--- src/rtl/cla_clked.sv ---
// ---------------------------------------------------------------------------
// cla_clked
//
// Registered 4-bit carry-lookahead adder. Operands and carry-in are captured
// into an input register. A flat single-level lookahead adder works on that
// register, and the result is captured into an output register. The latency
// is two rising edges and the block accepts one operation per cycle.
//
// Ports
//   CLK   in   1  clock, rising-edge active
//   RST   in   1  asynchronous active-high reset, clears every register
//   a     in   4  operand A, unsigned
//   b     in   4  operand B, unsigned
//   Cin   in   1  carry-in
//   sum   out  4  registered sum bits [3:0] of a + b + Cin
//   Cout  out  1  registered carry-out (bit 4 of a + b + Cin)
// ---------------------------------------------------------------------------
module cla_clked (
    input  logic       CLK,
    input  logic       RST,
    input  logic [3:0] a,
    input  logic [3:0] b,
    input  logic       Cin,
    output logic [3:0] sum,
    output logic       Cout
);

    // Stage-1 operand registers
    logic [3:0] a_q_r;
    logic [3:0] b_q_r;
    logic       cin_q_r;

    // Lookahead terms and results, computed from stage-1 registers only
    logic [3:0] g_s;
    logic [3:0] p_s;
    logic [4:0] c_s;
    logic [3:0] sum_s;

    // Stage-2 result registers
    logic [3:0] sum_r;
    logic       cout_r;

    // Stage 1: capture operands and carry-in
    always_ff @(posedge CLK or posedge RST) begin
        if (RST) begin
            a_q_r   <= 4'b0000;
            b_q_r   <= 4'b0000;
            cin_q_r <= 1'b0;
        end else begin
            a_q_r   <= a;
            b_q_r   <= b;
            cin_q_r <= Cin;
        end
    end

    // Generate/propagate terms plus flat sum-of-products carries.
    // Each carry is expanded fully in g, p and c0, so no carry is
    // derived from a lower computed carry and no ripple path exists.
    always_comb begin
        g_s   = 4'b0000;
        p_s   = 4'b0000;
        c_s   = 5'b00000;
        sum_s = 4'b0000;

        g_s = a_q_r & b_q_r;
        p_s = a_q_r ^ b_q_r;

        c_s[0] = cin_q_r;
        c_s[1] = g_s[0]
               | (p_s[0] & cin_q_r);
        c_s[2] = g_s[1]
               | (p_s[1] & g_s[0])
               | (p_s[1] & p_s[0] & cin_q_r);
        c_s[3] = g_s[2]
               | (p_s[2] & g_s[1])
               | (p_s[2] & p_s[1] & g_s[0])
               | (p_s[2] & p_s[1] & p_s[0] & cin_q_r);
        c_s[4] = g_s[3]
               | (p_s[3] & g_s[2])
               | (p_s[3] & p_s[2] & g_s[1])
               | (p_s[3] & p_s[2] & p_s[1] & g_s[0])
               | (p_s[3] & p_s[2] & p_s[1] & p_s[0] & cin_q_r);

        sum_s = p_s ^ c_s[3:0];
    end

    // Stage 2: capture sum and carry-out so outputs come only from flops
    always_ff @(posedge CLK or posedge RST) begin
        if (RST) begin
            sum_r  <= 4'b0000;
            cout_r <= 1'b0;
        end else begin
            sum_r  <= sum_s;
            cout_r <= c_s[4];
        end
    end

    assign sum  = sum_r;
    assign Cout = cout_r;

endmodule

--- config.mk ---
export PLATFORM = sky130hd
export DESIGN_NAME = cla_clked
export DESIGN_NICKNAME = d
export VERILOG_FILES = /design/src/rtl/cla_clked.sv
export SDC_FILE = /design/constraint.sdc
export NUM_CORES = 1
export LEC_CHECK = 0
export ABC_AREA = 1
export BUFFER_PORTS_ARGS = -buffer_cell sky130_fd_sc_hd__buf_2
export CORE_AREA = 2 2 40 42
export CTS_CLUSTER_DIAMETER = 200
export DETAILED_ROUTE_END_ITERATION = 16
export DIE_AREA = 0 0 42 44
export HOLD_SLACK_MARGIN = 0.15
export PLACE_DENSITY_LB_ADDON = 0.3
export SYNTH_ARGS = -nofsm -noshare
export SYNTH_HDL_FRONTEND = slang
export SYNTH_SLANG_ARGS = --single-unit
--- constraint.sdc ---
create_clock -name CLK -period 1.38 [get_ports CLK]
set_input_delay 0 -clock CLK [delete_from_list [all_inputs] [get_ports CLK]]
set_output_delay 0 -clock CLK [all_outputs]
set_load 0.02 [all_outputs]
# [Word level (Yosys, flattened, before mapping)]
# Cells that the tools add are included.
[word_totals] out_inout_bits=5 word_cells=34 inputBits=11 regBits=14
[classes] n_bitwise=29
[op_table] cell="$and 1x1->1" count=16
[op_table] cell="$or 1x1->1" count=10
[op_table] cell="$xor 4x4->4" count=2
[op_table] cell="$and 4x4->4" count=1

# [Depth between registers and ports, before layout]
# Gate-level depths: netlist of run 1.
[logic_depth] depth_word=6 depth_mapped=7 ltp_nobuf=7

# [Worst setup path before layout of run 1]
# OpenSTA, ideal clock, no wires.
[synth_path] kind="reg2reg" startpoint="register a_q_r[2]" endpoint="register sum_r[3] (netlist: sum[3])" required_time_ns=1.263 arrival_time_ns=1.074 path_slack_ns=0.189 period_less_slack_ns=1.191 path_stages_with_launch=7 setup_time_ns=0.117 path_buffers=0 path_cell_list="dfrtp_1 -> ha_1 -> or2_0 -> nand2_1 -> nand2_1 -> nand2_1 -> nand2_1"
[synth_between] elab_chain_cells=6 word_cells_on_any_way=11 classes_between="11 x bitwise"
[synth_lines] item="start, declared" line="29" source="logic [3:0] a_q_r;"
[synth_lines] item="start signal, assigned" line="46" source="a_q_r <= 4'b0000;"
[synth_lines] item="start signal, assigned" line="50" source="a_q_r <= a;"
[synth_lines] item="$xor 4x4->4" line="66" source="p_s = a_q_r ^ b_q_r;"
[synth_lines] item="$and 1x1->1, on equally long branches" line="75, 76, 77"
[synth_lines] item="$or 1x1->1, or another cell as far along" line="75" source="| (p_s[2] & g_s[1])"
[synth_lines] item="$or 1x1->1 or $and 1x1->1 (tied branches)" line="76, 77"
[synth_lines] item="$or 1x1->1 (*)" line="77" source="| (p_s[2] & p_s[1] & p_s[0] & cin_q_r);"
[synth_lines] item="$xor 4x4->4 (*)" line="84" source="sum_s = p_s ^ c_s[3:0];"
[synth_lines] item="via sum_s[3]" line="37" source="logic [3:0] sum_s;"
[synth_lines] item="end signal, assigned" line="93" source="sum_r <= sum_s;"
[synth_lines] item="end, declared" line="40" source="logic [3:0] sum_r;"
# Mark *: on every way through the listed nets, which the timed path passes. The rest lies on a longest branch.

# [Final worst setup path of run 1]
# Ends and elaborated chain as after synthesis.

==> results by group, run 1 <==
Floorplanning
  – CORE AREA: about 0.0014 sq mm
  – # IOs: 16
  – Die Width: ~42 um
  – Row Count: 14
  – Starting density of the core: 0.383
  – Die area: approximately 0.0018 sq mm
  – Die height: around 44 um

Clock network
  – Root Driver: clkbuf_4
  – Clk slew on worst S/H paths: approximately 0.07 ns
  – H-Tree Depth: 1
  – CTS tree: yes
  – Post-CTS Setup Inserts: 0
  – Inserted Clock Buffers: 3
  – Hold buffer count at CTS: 10
  – Clk Latency, worst-skew pair: 0.28 ns
  – Clk sink count: 14
  – Max Root-Sink Buffers: 2
  – Cts repair resizes: 0

Critical path
  – Worst Setup EP: sum[3]$_DFF_PP0_
  – CP max FO: 5
  – Worst reg2reg startpoint: a_q_r[2]$_DFF_PP0_
  – R2R depth: 6
  – Critical path arrival: 1.44 ns
  – Crit Path Category: reg2reg
  – Crit start category: register
  – Critical Path RT: ~1.6 ns
  – Crit. End Element: register
  – FF-to-FF setup slack: 0.11 ns
  – Critical Path Source: a_q_r[2]$_DFF_PP0_
  – R2r endpoint: sum[3]$_DFF_PP0_

Layout
  – Cell area after layout: 761 sq um
  – Final #Nets: between 90 and 100
  – Area Growth Syn to Fin: 40.1%
  – N_diodes: 0
  – Final-layout fill cell count: 127
  – Reg area: around 350 sq um
  – Area of the multi-input gates: ~160 sq um
  – Non-filler instance count after layout: 90
  – Share of post-route cells with drive strength above 1: 0.257

Synthesis
  – Syn Inst Count: between 40 and 50
  – Mapped cell area: roughly 540 sq um
  – Mean Syn Cell Area: approximately 12 sq um
  – Yosys Warn Count: 0
  – FF+latch count, synth: 14
  – Synth cell types: 12
  – Synthesized net count: 62
  – Fraction of the yosys area taken by sequential cells: 0.645

Global routing
  – Pin count of the biggest net entering global routing: 15
  – First-pass GRT wire length: between 1500 and 2000 um
  – Vias in the first global route: around 430
  – GRT Util Overall: 0.128
  – Initial antenna violation count: 0
  – Gr ovfl total: 0

Timing
  – Sum Neg Setup Slack: 0 ns
  – Relative slew slack: 0.665
  – Fin crit share: 0.919
  – Final hold viol count: 0
  – Unrepaired setup endpoints after global routing: no
  – Maximum clock rate: between 0.7 and 0.8 GHz
  – Final count of negative-setup-slack endpoints: 0
  – Worst hold slack: between 0.2 and 0.3 ns
  – Worst-margin pin slew: about 0.50 ns
  – Max Slew Vio Count: 0
  – Tmin final: 1.27 ns
  – Clock Skews: 0.00230 ns

Pwr
  – Pwr/cell area: 1110 mW/mm^2
  – VDD IR max: 0.740 mV
  – Clock share of power: 0.263
  – Leakage power: 0.000407 uW
  – Share of total power in combinational logic: 0.198
  – Switching Share: 0.263
  – Switch Pwr: 221 uW
  – Reg power frac: 0.539
  – Internal power: roughly 620 uW

Detailed routing
  – DR iter-0 viols: 1
  – Met3 wire len: about 50 um
  – Via/cell ratio: 4.60
  – Vias post-DR: 414
  – Met1 WL: approximately 290 um
  – Routed len/inst: slightly below 10 um
  – DRC Markers: 0
  – Total wire length: ~870 um
  – Drt pass-1 iters: 2
  – DR top layer: met4
  – Post-route ant nets: 0
  – Met2 wire length: 487 um

Placed design
  – I/O Buffers: 15
  – Placed cell area: roughly 640 sq um
  – Inst Count DP: 77
  – Dpl hpwl: 606 um
  – Gpl congestion: ~0.80

Flow run
  – Max Cap Viol: 0

Hold path
  – HP Class: in2async

Status
  – Status: finished, final reports clean
-- kinds of logic after synthesis --
family / Yosys count / share of synthesized area
and+or+nand+nor: 17 / 0.145
buffers and inverters: 8 / 0.0553
AOI/OAI and AO/OA: 1 / 0.00921
xor gates and xnor gates: 1 / 0.0161
DFF: 14 / 0.645
adders and majority gates: 5 / 0.129
-- power by group through the flow --
stage          combinational [uW]  clock, uW  sequential [uW]
3_3_place_gp                  143          0              463
4_1_cts                       170        228              455
5_1_grt                       188        250              460
3_5_place_dp                  148          0              464
6_report                      167        222              455
2_1_floorplan                66.0          0              496
-- metal layers --
| metal | vias to the layer above | GRT usage |
|---|---|---|
| met3 | 4 | 0.0375 |
| met2 | 11 | 0.234 |
| met5 | - | 0 |
| li1 | 203 | - |
| met1 | 196 | 0.111 |
| met4 | 0 | 0.116 |
-- cells in the mapped netlist --
cell type,number,share of area
dfrtp_1,14,0.65
ha_1,4,0.092
or2_0,1,0.012
inv_1,8,0.055
nand3_1,4,0.037
xnor2_1,1,0.016
a21oi_1,1,0.0092
fa_1,1,0.037
nor2_1,1,0.0069
nand2_2,1,0.012
nand4_1,2,0.023
nand2_1,8,0.055
-- through the flow --
step,util,setup WS (ns),total power (uW)
2_1_floorplan,-,0.189,562
3_3_place_gp,0.450,0.163,606
3_5_place_dp,0.450,0.125,612
4_1_cts,0.536,0.113,853
5_1_grt,0.536,0.0414,898
6_report,0.536,0.112,843
-- critical path, cell delays in order, from the launching register on --
cell and delay, ns:
dfrtp_1 0.37, ha_1 0.34, or2_0 0.21, nand2_1 0.08, nand2_1 0.05, nand2_1 0.05
nand2_1 0.04
-- area by class of cell --
cell class	count	area share
clock buffers	3	0.0296
repair buffers	25	0.230
well taps	16	0.0263
flip-flops and latches	14	0.461
multi-input cells	24	0.214
inverters	8	0.0395
-- cell usage in the layout, fill, tap and decap left out, types with 2 or more instances in the layout --
master and count:
nand2_1 8, ha_1 4, inv_1 8, dlygate4sd3_1 10, dfrtp_1 14, nand3_1 4
clkbuf_4 3, buf_2 15, nand4_1 2
-- registers in the layout (all words and copies together), names as in the netlist --
name,cells
Cout,1
a_q_r,4
b_q_r,4
cin_q_r,1
sum,4
-- how the worst min path moves through the flow --
stage | startpoint | to | slack, ns | cells after the start
CTS | RST | b_q_r[3]$_DFF_PP0_ | 0.31 | 3
global placement | RST | b_q_r[3]$_DFF_PP0_ | 0.05 | 2
global route | RST | sum[2]$_DFF_PP0_ | 0.34 | 3
finish | RST | b_q_r[3]$_DFF_PP0_ | 0.28 | 3
floorplan | RST | Cout$_DFF_PP0_ | -0.11 | 1
detailed placement | RST | b_q_r[3]$_DFF_PP0_ | 0.06 | 2
Note: power is estimated with default switching activity, not from simulation.
==> inputs of run 2 (changes only) <==
Settings changed: SETUP_SLACK_MARGIN set to 0.3.
==> results by group, run 2 (same netlist as run 1, synthesis figures left out) <==
Placed design
  – Inst Count DP: between 70 and 80
  – Dpl hpwl: about 590 um
  – Placed cell area: 663 sq um
  – Gpl congestion: between 0.7 and 0.8
  – I/O Buffers: 15

Floorplanning
  – CORE AREA: ~0.0014 sq mm
  – Die Width: between 40 and 50 um
  – # IOs: 16
  – Row Count: 14
  – Die height: between 40 and 50 um
  – Starting density of the core: 0.383
  – Die area: 0.00185 sq mm

Critical path
  – FF-to-FF setup slack: roughly 0.21 ns
  – CP max FO: 4
  – Worst Setup EP: sum[3]$_DFF_PP0_
  – R2r endpoint: sum[3]$_DFF_PP0_
  – R2R depth: 6
  – Critical Path Source: a_q_r[2]$_DFF_PP0_
  – Critical Path RT: ~1.6 ns
  – Crit start category: register
  – Crit. End Element: register
  – Crit Path Category: reg2reg
  – Worst reg2reg startpoint: a_q_r[2]$_DFF_PP0_
  – Critical path arrival: ~1.4 ns

Timing
  – Clock Skews: 0.00228 ns
  – Worst-margin pin slew: about 0.5 ns
  – Max Slew Vio Count: 0
  – Unrepaired setup endpoints after global routing: yes
  – Relative slew slack: 0.658
  – Tmin final: 1.17 ns
  – Fin crit share: 0.849
  – Sum Neg Setup Slack: 0 ns
  – Worst hold slack: about 0.29 ns
  – Final count of negative-setup-slack endpoints: 0
  – Maximum clock rate: 0.854 GHz
  – Final hold viol count: 0

Pwr
  – Pwr/cell area: roughly 1100 mW/mm^2
  – Leakage power: between 0.0004 and 0.0005 uW
  – VDD IR max: about 0.65 mV

Layout
  – N_diodes: 0
  – Area of the multi-input gates: approximately 220 sq um
  – Cell area after layout: approximately 840 sq um
  – Commonest cells after routing, fill and taps aside: buf_2 (15), dfrtp_1 (14), dlygate4sd3_1 (10)
  – Commonest non-fill, non-tap cell in the layout: buf_2
  – Share of post-route cells with drive strength above 1: 0.382
  – Non-filler instance count after layout: 92
  – Final-layout fill cell count: between 100 and 150
  – Area Growth Syn to Fin: 54.1%
  – Final #Nets: 93
  – Reg area: approximately 350 sq um

Global routing
  – Initial antenna violation count: 0
  – Gr ovfl total: 0
  – First-pass GRT wire length: 1600 um
  – GRT Util Overall: 0.125
  – Pin count of the biggest net entering global routing: 15
  – Vias in the first global route: a little over 400

Detailed routing
  – Vias post-DR: ~410
  – DR iter-0 viols: 1
  – Total wire length: 908 um
  – DRC Markers: 0
  – Drt pass-1 iters: 2
  – Post-route ant nets: 0
  – Routed len/inst: roughly 9.9 um
  – Via/cell ratio: approximately 4.4

Status
  – Status: finished, final reports clean

Clock network
  – Clk sink count: 14
  – Max Root-Sink Buffers: 2
  – Clk Latency, worst-skew pair: 0.28 ns
  – Root Driver: clkbuf_4
  – H-Tree Depth: 1
  – CTS tree: yes
  – Inserted Clock Buffers: 3
  – Clk slew on worst S/H paths: around 0.08 ns

Flow run
  – Max Cap Viol: 0

Hold path
  – HP Class: in2async
## run 2: changes by cell type in the layout (fill, tap and decap cells not counted), sizes merged
| cell | delta |
|---|---|
| buf | +1 |
| clkbuf | +1 |
## run 2: worst min path at each step
| stage | from | end | slack (ns) | cells past startpoint |
|---|---|---|---|---|
| 2_1_floorplan | RST | Cout$_DFF_PP0_ | -0.11 | 1 |
| 3_3_place_gp | RST | b_q_r[3]$_DFF_PP0_ | 0.05 | 2 |
| 3_5_place_dp | RST | a_q_r[2]$_DFF_PP0_ | 0.06 | 2 |
| 4_1_cts | RST | a_q_r[1]$_DFF_PP0_ | 0.31 | 3 |
| 5_1_grt | RST | a_q_r[1]$_DFF_PP0_ | 0.34 | 3 |
| 6_report | RST | a_q_r[2]$_DFF_PP0_ | 0.29 | 3 |
## run 2: through the flow
stage	worst slack [ns]	util	power, uW
detailed placement	0.208	0.467	622
global placement	0.236	0.467	616
finish	0.208	0.590	939
global route	0.149	0.590	993
CTS	0.199	0.578	940
floorplan	0.257	-	571
## run 2: area by class of cell
type	instances	share of cell area
timing repair buffer	26	0.218
sequential	14	0.419
inverter	8	0.0359
clock buffer	4	0.0433
tap	16	0.0239
multi-input combinational	24	0.260
## run 2: where the power goes
group	switching (uW)	internal (uW)
Sequential	14.2	446
Clock	130	161
Combinational	96.5	91.6
## run 2: timing repair
action,in CTS,in global routing
setup buffers,1,0
pin swaps,3,1
endpoints found under the hold margin,23,0
hold buffers,10,0
gates resized for setup,3,4
endpoints found under the setup margin,4,5
## run 2: layer usage
metal	vias to the layer above	track usage	part of all wire
met5	-	0	0
met4	0	0.116	0.037
met3	5	0.0375	0.059
met2	13	0.206	0.52
met1	184	0.126	0.38
li1	204	-	-
## run 2: critical path, cell delays in order (launching register included)
cell,delay [ns]
dfrtp_1,0.41
ha_4,0.26
or2_0,0.19
nand2_1,0.07
nand2_1,0.05
nand2_1,0.05
nand2_1,0.04
